`config.mk`:
```
export PLATFORM = sky130hd
export DESIGN_NAME = emu_ff_scan_ctrl
export DESIGN_NICKNAME = d
export VERILOG_FILES = /design/src/rtl/emu_ff_scan_ctrl_pkg.sv /design/src/rtl/emu_ff_scan_ctrl_cnt.sv /design/src/rtl/emu_ff_scan_ctrl.sv
export SDC_FILE = /design/constraint.sdc
export NUM_CORES = 1
export LEC_CHECK = 0
export ABC_AREA = 1
export CORE_AREA = 5 5 125 127
export CTS_CLUSTER_DIAMETER = 60
export DETAILED_ROUTE_END_ITERATION = 12
export DIE_AREA = 0 0 130 132
export GPL_ROUTABILITY_DRIVEN = 0
export GPL_TIMING_DRIVEN = 0
export MAX_ROUTING_LAYER = met4
export PLACE_DENSITY_LB_ADDON = 0.1
export SETUP_SLACK_MARGIN = 0.05
export SLEW_MARGIN = 40
export SYNTH_ARGS = -nofsm -noshare
export SYNTH_HDL_FRONTEND = slang
export SYNTH_SLANG_ARGS = --single-unit
```
`constraint.sdc`:
```
create_clock -name emu_host_clk -period 3.5 [get_ports emu_host_clk]
set_input_delay 0.875 -clock emu_host_clk [delete_from_list [all_inputs] [get_ports emu_host_clk]]
set_output_delay 0.875 -clock emu_host_clk [all_outputs]
set_load 0.1 [all_outputs]
```
`src/rtl/emu_ff_scan_ctrl_pkg.sv`:
```
// Shared definitions for the flip-flop scan-chain controller.
// Latency: n/a (types and constants only).
// Backpressure: n/a.
//
// Contents:
//   scan_state_e      controller state encoding (ST_IDLE / ST_SAVE / ST_LOAD)
//   DIR_SAVE/DIR_LOAD ff_dir mux select values at the EMU_DUT boundary
//   scan_is_busy()    helper decoding "command in flight" from a state
package emu_ff_scan_ctrl_pkg;

    typedef enum logic [1:0] {
        ST_IDLE = 2'd0,
        ST_SAVE = 2'd1,
        ST_LOAD = 2'd2
    } scan_state_e;

    // ff_dir = DIR_SAVE loops emu_ff_do back into emu_ff_di so a SAVE is a
    // full rotation; DIR_LOAD feeds ff_sdi into the chain instead.
    localparam logic DIR_SAVE = 1'b0;
    localparam logic DIR_LOAD = 1'b1;

    function automatic logic scan_is_busy(input scan_state_e st);
        return (st != ST_IDLE);
    endfunction

endpackage

```
`src/rtl/emu_ff_scan_ctrl_cnt.sv`:
```
// Word counter for one scan command: counts handshakes, flags the last word.
// Latency: registered count, 'last' is combinational from the count.
// Backpressure: none; advances only when the parent asserts inc.
//
// Ports:
//   emu_host_clk   in  host clock
//   emu_host_rstn  in  synchronous active-low reset (count -> 0)
//   clr            in  restart at 0 (command accept); wins over inc
//   inc            in  one word moved this cycle
//   last           out count == CHAIN_LEN-1, i.e. the next word completes the chain
module emu_scan_cnt #(
    parameter int CHAIN_LEN = 16,
    parameter int CNT_W     = $clog2(CHAIN_LEN + 1)
) (
    input  logic emu_host_clk,
    input  logic emu_host_rstn,
    input  logic clr,
    input  logic inc,
    output logic last
);

    logic [CNT_W-1:0] cnt_q;
    logic [CNT_W-1:0] cnt_d;

    always_comb begin
        cnt_d = cnt_q;
        if (clr) begin
            cnt_d = '0;
        end else if (inc) begin
            cnt_d = cnt_q + CNT_W'(1);
        end
    end

    always_ff @(posedge emu_host_clk) begin
        if (!emu_host_rstn) begin
            cnt_q <= '0;
        end else begin
            cnt_q <= cnt_d;
        end
    end

    assign last = (cnt_q == CNT_W'(CHAIN_LEN - 1));

endmodule

```
`src/rtl/emu_ff_scan_ctrl.sv`:
```
// Host-side scan-chain driver: SAVE rotates the paused DUT FF chain out to a
//   stream (loopback keeps DUT state), LOAD shifts a stream into the chain.
// Latency: combinational stream<->chain path, one chain shift per handshake;
//   done/abort are registered one-cycle pulses after the final/aborting cycle.
// Backpressure: out_ready=0 (SAVE) or in_valid=0 (LOAD) holds ff_se low and
//   stalls the chain; pause=0 aborts the command without shifting.
//
// Optional feature macro: EMU_SCAN_CSUM_EN -- when defined, scan_csum is the
//   running XOR of every word moved by the current/last command (cleared on
//   command accept). When undefined the register is absent and scan_csum=0.
//
// Ports:
//   emu_host_clk/emu_host_rstn   clock, synchronous active-low reset
//   pause                        DUT is paused; required for any shift
//   cmd_valid/cmd_ready/cmd_load command handshake, cmd_load 0=SAVE 1=LOAD
//   done/abort/busy              completion pulse, abort pulse, in-flight flag
//   ff_se/ff_dir/ff_sdi/ff_sdo   EMU_DUT scan enable, di mux select, data in/out
//   out_valid/out_ready/out_data SAVE stream
//   in_valid/in_ready/in_data    LOAD stream
//   scan_csum                    XOR checksum of transferred words
module emu_ff_scan_ctrl
    import emu_ff_scan_ctrl_pkg::*;
#(
    parameter int DATA_WIDTH = 64,
    parameter int CHAIN_LEN  = 16
) (
    input  logic                  emu_host_clk,
    input  logic                  emu_host_rstn,
    input  logic                  pause,
    input  logic                  cmd_valid,
    output logic                  cmd_ready,
    input  logic                  cmd_load,
    output logic                  done,
    output logic                  abort,
    output logic                  busy,
    output logic                  ff_se,
    output logic                  ff_dir,
    output logic [DATA_WIDTH-1:0] ff_sdi,
    input  logic [DATA_WIDTH-1:0] ff_sdo,
    output logic                  out_valid,
    input  logic                  out_ready,
    output logic [DATA_WIDTH-1:0] out_data,
    input  logic                  in_valid,
    output logic                  in_ready,
    input  logic [DATA_WIDTH-1:0] in_data,
    output logic [DATA_WIDTH-1:0] scan_csum
);

    localparam int CNT_W = $clog2(CHAIN_LEN + 1);

    scan_state_e state_q, state_d;
    logic        done_q,  done_d;
    logic        abort_q, abort_d;

    logic is_save;
    logic is_load;
    logic run;
    logic cmd_acc;
    logic xfer;
    logic cnt_last;

    // ------------------------------------------------------------------
    // Output decode. Everything that can move the chain is qualified with
    // the reset input as well as pause: a reset edge must never coincide
    // with a shift, and the DUT clock gate must never see ff_se without
    // pause (that would double-drive the DUT flops).
    // ------------------------------------------------------------------
    always_comb begin
        is_save   = (state_q == ST_SAVE);
        is_load   = (state_q == ST_LOAD);
        run       = emu_host_rstn & pause;

        cmd_ready = emu_host_rstn & (state_q == ST_IDLE) & pause;
        cmd_acc   = cmd_valid & cmd_ready;

        out_valid = is_save & run;
        out_data  = is_save ? ff_sdo : '0;

        in_ready  = is_load & run;
        ff_sdi    = is_load ? in_data : '0;

        ff_dir    = is_load ? DIR_LOAD : DIR_SAVE;

        // One shift per stream handshake; ff_se is exactly the handshake.
        ff_se     = (is_save & run & out_ready) | (is_load & run & in_valid);
        xfer      = ff_se;
    end

    // ------------------------------------------------------------------
    // Next-state logic.
    // ------------------------------------------------------------------
    always_comb begin
        state_d = state_q;
        done_d  = 1'b0;
        abort_d = 1'b0;
        case (state_q)
            ST_IDLE: begin
                if (cmd_acc) begin
                    state_d = cmd_load ? ST_LOAD : ST_SAVE;
                end
            end
            ST_SAVE, ST_LOAD: begin
                if (!pause) begin
                    // Chain is left wherever it got to; host must re-run.
                    state_d = ST_IDLE;
                    abort_d = 1'b1;
                end else if (xfer && cnt_last) begin
                    state_d = ST_IDLE;
                    done_d  = 1'b1;
                end
            end
            default: begin
                state_d = ST_IDLE;
            end
        endcase
    end

    always_ff @(posedge emu_host_clk) begin
        if (!emu_host_rstn) begin
            state_q <= ST_IDLE;
            done_q  <= 1'b0;
            abort_q <= 1'b0;
        end else begin
            state_q <= state_d;
            done_q  <= done_d;
            abort_q <= abort_d;
        end
    end

    assign done  = done_q;
    assign abort = abort_q;
    assign busy  = scan_is_busy(state_q);

    emu_scan_cnt #(
        .CHAIN_LEN (CHAIN_LEN),
        .CNT_W     (CNT_W)
    ) u_cnt (
        .emu_host_clk  (emu_host_clk),
        .emu_host_rstn (emu_host_rstn),
        .clr           (cmd_acc),
        .inc           (xfer),
        .last          (cnt_last)
    );

`ifdef EMU_SCAN_CSUM_EN
    logic [DATA_WIDTH-1:0] csum_q, csum_d;
    logic [DATA_WIDTH-1:0] xfer_word;

    always_comb begin
        xfer_word = is_load ? in_data : ff_sdo;
        csum_d    = csum_q;
        if (cmd_acc) begin
            csum_d = '0;
        end else if (xfer) begin
            csum_d = csum_q ^ xfer_word;
        end
    end

    always_ff @(posedge emu_host_clk) begin
        if (!emu_host_rstn) begin
            csum_q <= '0;
        end else begin
            csum_q <= csum_d;
        end
    end

    assign scan_csum = csum_q;
`else
    assign scan_csum = '0;
`endif

endmodule

```
==> impl_metrics.yaml, run 1 <==
yosys:
  yosysTopAreaCellShare_pct: 27.3
  yosysWarnings: 0
  synth_common_cells: "145 x nand2_1, 138 x inv_1, 64 x buf_4"
  synth.area.top_cells: "nand2_1 27%, inv_1 26%, buf_4 24%"
  synth_edf_count: 0
  synthCells: 404
  yosysTopAreaCell: "nand2_1"
  avgSynthCellArea_sq_um: 4.93
  yosysMostFrequentCell: "nand2_1"
  synth_seq_cells: 9
  synth_ff_type: "dfxtp_1"
  synth-async-reset-ratio_pct: 0
  ys_seq_area_share_pct: 9.04
  synth.distinct_cells: 21
  synth_area_sq_um: 1990
worst_setup_path:
  cp_max_fo: 7
  startpoint: "emu_host_rstn"
  r2r_end: "state_q[1]"
  end_kind: "output pin"
  critical_path_arrival_ns: 2.32
  worstSetupPathType: "in -> out"
  r2r_slack_ns: 2.03
  worstSetupStartpointType: "primary input"
  required_ns: 2.62
  reg2reg_from: "state_q[0]"
  reg2reg_depth: 9
sta:
  tightest_slew_ns: 0.522
  fmax_mhz: 313
  whs_ns: 0.468
  setup_viol: 0
  layout_worst_path_cycle_share_pct: 91.4
  relSlewSlack_pct: 65.4
  fin_ws_ns: 0.301
  hold_viol: 0
  finalCriticalPeriod_ns: 3.20
  final_max_slew_viol_count: 0
  fin_worst_skew_ns: 0.000835
  rsz0062_at_grt: "false"
grt:
  grtUsageTotal_pct: 11.4
  grt_max_degree: 11
  antenna_found_initial: 0
  grt_pass1_wl_um: 15000
  grt-ovfl-total: 0
  grt_pass1_vias: 2731
clocking:
  post_cts_resize_count: 0
  cts_root_buf: "clkbuf_16"
  postCtsSetupRepairBufs: 0
  cts_tree: "yes"
  numCtsBuffers: 3
  clkSinkCount: 9
  insertion_delay_ns: 0.24
  cts-hold-fix-buffers: 0
  htree_levels: 1
  cts_buffer_depth: 2
  path_clk_slew_ns: 0.04
route:
  vias: 2981
  drt-total-wl_um: 10700
  wire_per_inst_um: 11.6
  drtIter0Drc: 46
  drt_pass1_iterations: 4
  vias_per_cell: 3.22
  ant_nets: 0
  drc: 0
run_status:
  outcome: "complete, no violations"
place:
  dp_slack_ns: 0.300
  place_area_sq_um: 4480
  io_buffers: 270
  placed_cells: 921
  dp_hpwl_um: 9940
cells_and_area:
  diodes: 0
  syn_to_final_growth_pct: 129
  fin_cells: 925
  final_layout_size_suffix_gt1_share_pct: 28.9
  nets: 882
  post-route-cell-area_sq_um: 4560
hold_path:
  hold_class: "reg -> reg"
  holdPathStages: 2
  min_from: "u_cnt.cnt_q[3]"
  worstHoldEndpoint: "u_cnt.cnt_q[3]"
die:
  row_count: 44
  die_h_um: 132
  fp.dieW_um: 130
  ios: 335
  initial_utilization_pct: 13.9
  core_area_sq_um: 14300
  die_area_sq_um: 17200
job:
  cap_viol_max_count: 0
through the flow:
stage               setup TNS (ns)  utilization, %
global route                     0            31.9
global placement             -1.59            36.1
CTS                              0            31.9
floorplan                        0               -
finish                           0            31.9
detailed placement               0            31.3
metal layers:
layer / global-route usage [%] / wire length [um] / up-vias / share of wire, %
met1: 10.9 / 3530 / 1179 / 33
met5: - / 0 / - / 0
met3: 1.66 / 1080 / 6 / 10
met4: 1.73 / 84 / 0 / 0.78
li1: - / - / 1628 / -
met2: 23.8 / 6050 / 168 / 56
sequential cells by signal, summed over array words and instances, names as in the netlist:
signal,cells
abort,1
done,1
u_cnt.cnt_q,5
state_q,2
cell families after synthesis:
group | count (synthesis) | share of synthesized area [%]
other | 1 | 0.188
AO/OA/AOI/OAI | 7 | 2.07
adder cells (fa/ha/maj) | 5 | 3.14
AND/OR/NAND/NOR | 165 | 32.3
buffers and inverters | 217 | 53.3
flip-flops | 9 | 9.04
how the worst max path moves through the flow:
stage            endpoint  cells after the start
2_1_floorplan  ff_sdi[13]                      6
3_3_place_gp    cmd_ready                      4
3_5_place_dp    cmd_ready                      4
4_1_cts         cmd_ready                      4
5_1_grt         cmd_ready                      4
6_report        cmd_ready                      4
cell type report:
class / instances / area, sq um
plain buffers: 78 / 541
clock buffers: 4 / 78.8
fillers: 1648 / 9750
inverters: 139 / 522
multi-input cells: 241 / 990
flip-flops and latches: 9 / 180
well taps: 184 / 230
repair buffers: 270 / 2020
cell usage in the layout (no fill, tap or decap), types with 7 or more instances in the layout:
cell type	instances
nand2_1	145
dfxtp_1	9
inv_1	138
buf_2	142
conb_1	64
buf_4	64
clkdlybuf4s50_1	134
nor2_1	7
critical path, stage by stage:
cell and delay, ns:
clkdlybuf4s50_1 0.60, nand2_1 0.22, nor2_1 0.17, buf_2 0.46
Power of run 1 is not shown: default switching activity piles up to over one toggle a cycle in this logic, so the estimate is an artifact.
==> run 2: changes to the inputs <==
- ABC_AREA: 1 -> default
- CORE_AREA: 5 5 125 127 -> 5 5 129 131
- DIE_AREA: 0 0 130 132 -> 0 0 134 136
- DONT_BUFFER_PORTS: default -> 1
- PLACE_DENSITY_LB_ADDON: 0.1 -> default
==> run 2 against run 1 <==
Register-to-register slack got worse by 0.50 ns. Non-clock buffer count is 270 lower. Critical path type is now reg -> out. Sequential share of layout area up 3.1 points. Count of clock-buffer cells in the layout unchanged. Setup slack got worse by 0.0052 ns. Largest cell class is now multi-input combinational cells. Utilization down 15 points. Area after synthesis is 7.1% lower.
==> impl_metrics.yaml, run 2 <==
yosys:
  synth_ff_type: "dfxtp_1"
  yosysWarnings: 0
  synth_common_cells: "128 x and2_1, 64 x buf_4, 14 x clkbuf_1"
  synth.area.top_cells: "and2_1 43%, buf_4 26%, dfxtp_1 9.7%"
  synthCells: 265
  synth.distinct_cells: 25
  synth_area_sq_um: 1850
  yosysMostFrequentCell: "and2_1"
  synth-async-reset-ratio_pct: 0
  yosysTopAreaCellShare_pct: 43.2
  ys_seq_area_share_pct: 9.73
  synth_edf_count: 0
  synth_seq_cells: 9
  avgSynthCellArea_sq_um: 6.99
  yosysTopAreaCell: "and2_1"
route:
  ant_nets: 0
  vias_per_cell: 3.47
  drtIter0Drc: 74
  drc: 0
  vias: 1823
  wire_per_inst_um: 15.6
  drt-total-wl_um: 8210
  drt_pass1_iterations: 4
place:
  dp_slack_ns: 0.0550
  dp_hpwl_um: 7640
  io_buffers: 0
  place_area_sq_um: 2510
  placed_cells: 520
clocking:
  cts-hold-fix-buffers: 0
  cts_root_buf: "clkbuf_16"
  cts_buffer_depth: 2
  path_clk_slew_ns: 0.04
  clkSinkCount: 9
  cts_tree: "yes"
  htree_levels: 1
  postCtsSetupRepairBufs: 0
  numCtsBuffers: 3
  insertion_delay_ns: 0.24
die:
  fp.dieW_um: 134
  initial_utilization_pct: 12.0
  ios: 335
  die_area_sq_um: 18200
  core_area_sq_um: 15500
  die_h_um: 136
  row_count: 46
worst_setup_path:
  worstSetupStartpointType: "flop"
  critical_path.cell_chain: "inv_1 > ha_1 > clkbuf_1 > clkbuf_1 > and2_2"
  reg2reg_depth: 5
  required_ns: 2.62
  end_kind: "output pin"
  cp_max_fo: 10
  cp_slowest_cell: "and2_2"
  worstSetupPathType: "reg -> out"
  slowest_delay_ns: 0.58
  critPathMostFrequentCell: "clkbuf_1"
  critical_path_arrival_ns: 2.33
cells_and_area:
  syn_to_final_growth_pct: 40.6
  fin_cells: 526
  final_common_cell: "and2_2"
  largest-register: "u_cnt.cnt_q"
  fillers: 1775
  top_regs: "u_cnt.cnt_q: 5 flops, state_q: 2 flops"
  final_layout_size_suffix_gt1_share_pct: 63.6
  post-route-cell-area_sq_um: 2600
  nets: 473
  largest_reg_flops: 5
  final_cell_mix: "130 x and2_2, 64 x buf_4, 64 x conb_1, 14 x clkbuf_1, 7 x dfxtp_1"
pwr:
  powerDensity_nw_per_um2: 441
  ir_drop_uv: 170
  leakage_nw: 1.30
sta:
  finalCriticalPeriod_ns: 3.20
  tightest_slew_ns: 0.672
  fin_worst_skew_ns: 0.00213
  fmax_mhz: 312
  rsz0062_at_grt: "false"
  relSlewSlack_pct: 55.1
  layout_worst_path_cycle_share_pct: 91.5
  hold_viol: 0
  whs_ns: 0.483
  fin_ws_ns: 0.296
  setup_viol: 0
  final_max_slew_viol_count: 0
hold_path:
  hold_class: "reg -> reg"
  holdPathStages: 2
run_status:
  outcome: "complete, no violations"
grt:
  grt-ovfl-total: 0
  grtUsageTotal_pct: 7.78
  grt_pass1_wl_um: 10500
  grt_pass1_vias: 1655
  antenna_found_initial: 3
  grt_max_degree: 11
job:
  cap_viol_max_count: 0
-- run 2: changes by cell type after synthesis, moves of 3 or more --
cell	change
nand2_1	-142
nor3_1	-3
inv_1	-132
and2_1	+128
clkbuf_1	+11
buf_2	-6
nor2_1	-6
buf_1	-5
-- run 2: critical path, delay by kind of cell, from the launching register on --
kind	cells	cell delay (ns)
fa+ha+maj	1	0.23
buf+inv	3	0.93
flops	1	0.34
simple gates	1	0.58
-- run 2: logic make-up (layout without fill, tap and decap cells) --
kind of cell | count (synthesis) | in the layout | synth area share [%]
buffers and inverters | 84 | 88 | 30.0
adders and majority gates | 5 | 5 | 3.38
DFF | 9 | 9 | 9.73
other | 1 | 66 | 0.203
AOI/OAI and AO/OA | 17 | 17 | 6.42
and+or+nand+nor | 149 | 149 | 50.3
-- run 2: area by class of cell --
class	count	area, sq um	share of cell area [%]
Clock buffer	4	78.8	3.03
Tap cell	192	240	9.23
Multi-Input combinational cell	235	1540	59.2
Buffer	78	534	20.5
Antenna cell	2	5.00	0.192
Inverter	6	22.5	0.865
Sequential cell	9	183	7.02
-- run 2: layer usage --
layer / routed length (um) / part of all wire, % / track usage [%] / vias up
met1: 3190 / 39 / 9.17 / 788
li1: - / - / - / 835
met2: 3990 / 49 / 13.0 / 194
met5: 0 / 0 / - / -
met3: 970 / 12 / 2.70 / 6
met4: 60 / 0.73 / 1.37 / 0
-- run 2: where the power goes --
part,internal (W),total [W],switching (W)
Combinational,0.0000995,0.000834,0.000735
Sequential,0.000105,0.000110,0.00000488
Clock,0.000152,0.000204,0.0000512
-- run 2: stage by stage --
step | utilization [%] | total power [W] | setup TNS [ns]
floorplan | - | 0.000900 | 0
global route | 16.8 | 0.00118 | 0
CTS | 16.8 | 0.00115 | 0
global placement | 15.1 | 0.000927 | -25.44
finish | 16.8 | 0.00115 | 0
detailed placement | 16.2 | 0.000943 | 0
-- run 2: repair_timing --
| action | CTS | global route |
|---|---|---|
| hold endpoints to repair | 0 | 0 |
| resized for setup | 2 | 0 |
| setup endpoints to repair | 50 | 0 |
-- run 2: final timing paths --
| check | startpoint | endpoint | slack, ns |
|---|---|---|---|
| hold reg to reg | u_cnt.cnt_q[3] | u_cnt.cnt_q[3] | 0.48 |
| setup reg to reg | state_q[0] | done | 1.53 |
| hold / removal | u_cnt.cnt_q[3] | u_cnt.cnt_q[3] | 0.48 |
| setup / recovery | state_q[1] | out_data[32] | 0.30 |
No activity file was read; power rests on OpenSTA's default activity.
==> run 3: changes to the inputs <==
- clock period: 3.5 -> 3.4 ns (I/O delays scaled with it)
==> run 3 against run 2 <==
Die area unchanged. Power up 3.0%. Clock skew down 0.0015 ns. Register-to-register slack worse by 0.10 ns. First-iteration DRC count down 24%. Critical endpoint is now out_data[21].
==> impl_metrics.yaml, run 3 (synthesized netlist as in run 2, its figures left out) <==
die:
  core_area_sq_um: 15500
  die_h_um: 136
  die_area_sq_um: 18200
  initial_utilization_pct: 12.0
  fp.dieW_um: 134
  row_count: 46
  ios: 335
clocking:
  cts-hold-fix-buffers: 0
  insertion_delay_ns: 0.24
  post_cts_resize_count: 1
  cts_tree: "yes"
  cts_buffer_depth: 2
  clkSinkCount: 9
  htree_levels: 1
  numCtsBuffers: 3
  path_clk_slew_ns: 0.04
  postCtsSetupRepairBufs: 0
  cts_root_buf: "clkbuf_16"
route:
  drt_pass1_iterations: 4
  ant_nets: 0
  drc: 0
  drtIter0Drc: 56
  drt-total-wl_um: 8400
  vias_per_cell: 3.41
  vias: 1793
  wire_per_inst_um: 16.0
sta:
  fmax_mhz: 318
  whs_ns: 0.478
  fin_worst_skew_ns: 0.000649
  layout_worst_path_cycle_share_pct: 92.5
  setup_viol: 0
  rsz0062_at_grt: "false"
  finalCriticalPeriod_ns: 3.15
  final_max_slew_viol_count: 0
  hold_viol: 0
  relSlewSlack_pct: 54.2
  tightest_slew_ns: 0.685
grt:
  antenna_found_initial: 2
  grt_pass1_vias: 1724
  grt_max_degree: 11
  grt-ovfl-total: 0
  grtUsageTotal_pct: 8.09
  grt_pass1_wl_um: 10800
place:
  dp_hpwl_um: 7810
  place_area_sq_um: 2510
  io_buffers: 0
worst_setup_path:
  critical_path_arrival_ns: 2.30
  worstSetupPathType: "reg -> out"
  cp_slowest_cell: "and2_2"
  end_kind: "output pin"
  worstSetupStartpointType: "flop"
  path_delay_family: "buffers and inverters"
  critPathMostFrequentCell: "clkbuf_1"
  critical_path.cell_chain: "inv_1 > ha_1 > clkbuf_1 > clkbuf_1 > and2_2"
  slowest_delay_ns: 0.57
  cp_num_buf_inv: 3
  cp_max_fo: 10
  required_ns: 2.55
cells_and_area:
  post-route-cell-area_sq_um: 2600
  fillers: 1710
  final_common_cell: "and2_2"
  largest-register: "u_cnt.cnt_q"
  final_layout_size_suffix_gt1_share_pct: 63.6
  largest_reg_flops: 5
  final_cell_mix: "130 x and2_2, 64 x buf_4, 64 x conb_1, 14 x clkbuf_1, 7 x dfxtp_1"
  top_regs: "u_cnt.cnt_q: 5 flops, state_q: 2 flops"
  syn_to_final_growth_pct: 40.6
  nets: 473
run_status:
  outcome: "complete, no violations"
pwr:
  powerDensity_nw_per_um2: 454
  leakage_nw: 1.30
  ir_drop_uv: 140
job:
  cap_viol_max_count: 0
hold_path:
  hold_class: "reg -> reg"
[run 3: power by group]
part / internal [W] / switching (W)
Clock: 0.000157 / 0.0000534
Sequential: 0.000108 / 0.00000480
Combinational: 0.000102 / 0.000756
Total: 0.000368 / 0.000814
[run 3: worst paths after layout]
kind	start	to	slack (ns)	cells past startpoint
worst max-delay path	state_q[1]	out_data[21]	0.25	5
worst min-delay path	u_cnt.cnt_q[3]	u_cnt.cnt_q[3]	0.48	2
worst min register to register	u_cnt.cnt_q[3]	u_cnt.cnt_q[3]	0.48	2
worst max register to register	state_q[0]	done	1.43	5
[run 3: routing by layer]
metal / track usage [%] / up-vias / part of all wire (%)
met3: 1.85 / 6 / 9.2
met5: - / - / 0
met1: 9.50 / 777 / 38
met2: 14.3 / 177 / 52
li1: - / 833 / -
met4: 1.54 / 0 / 0.80
[run 3: stage by stage]
stage,util (%),setup WS [ns],std cells,TNS [ns],power (W)
final,16.8,0.253,526,0,0.00118
after global routing,16.8,0.0726,526,0,0.00121
after CTS,16.8,0.0682,524,0,0.00118
after detailed placement,16.2,0.126,520,0,0.000969
after global placement,15.1,-0.138,520,-5.25,0.000953
after floorplan,-,0.180,328,0,0.000927
[run 3: cell type report]
class / instances / area (sq um) / share of cell area [%]
tap: 192 / 240 / 9.23
buffer: 78 / 534 / 20.5
clock buffer: 4 / 78.8 / 3.03
multi-input combinational: 235 / 1540 / 59.2
inverter: 6 / 22.5 / 0.865
sequential: 9 / 183 / 7.02
antenna: 2 / 5.00 / 0.192
[run 3: worst register-to-register path: cells and delay by family, from the launching register on]
family	cells	cell delay [ns]
adder cells (fa/ha/maj)	1	0.38
AO/OA/AOI/OAI	1	0.22
flip-flops	1	0.32
AND/OR/NAND/NOR	2	0.85
buffers and inverters	1	0.13
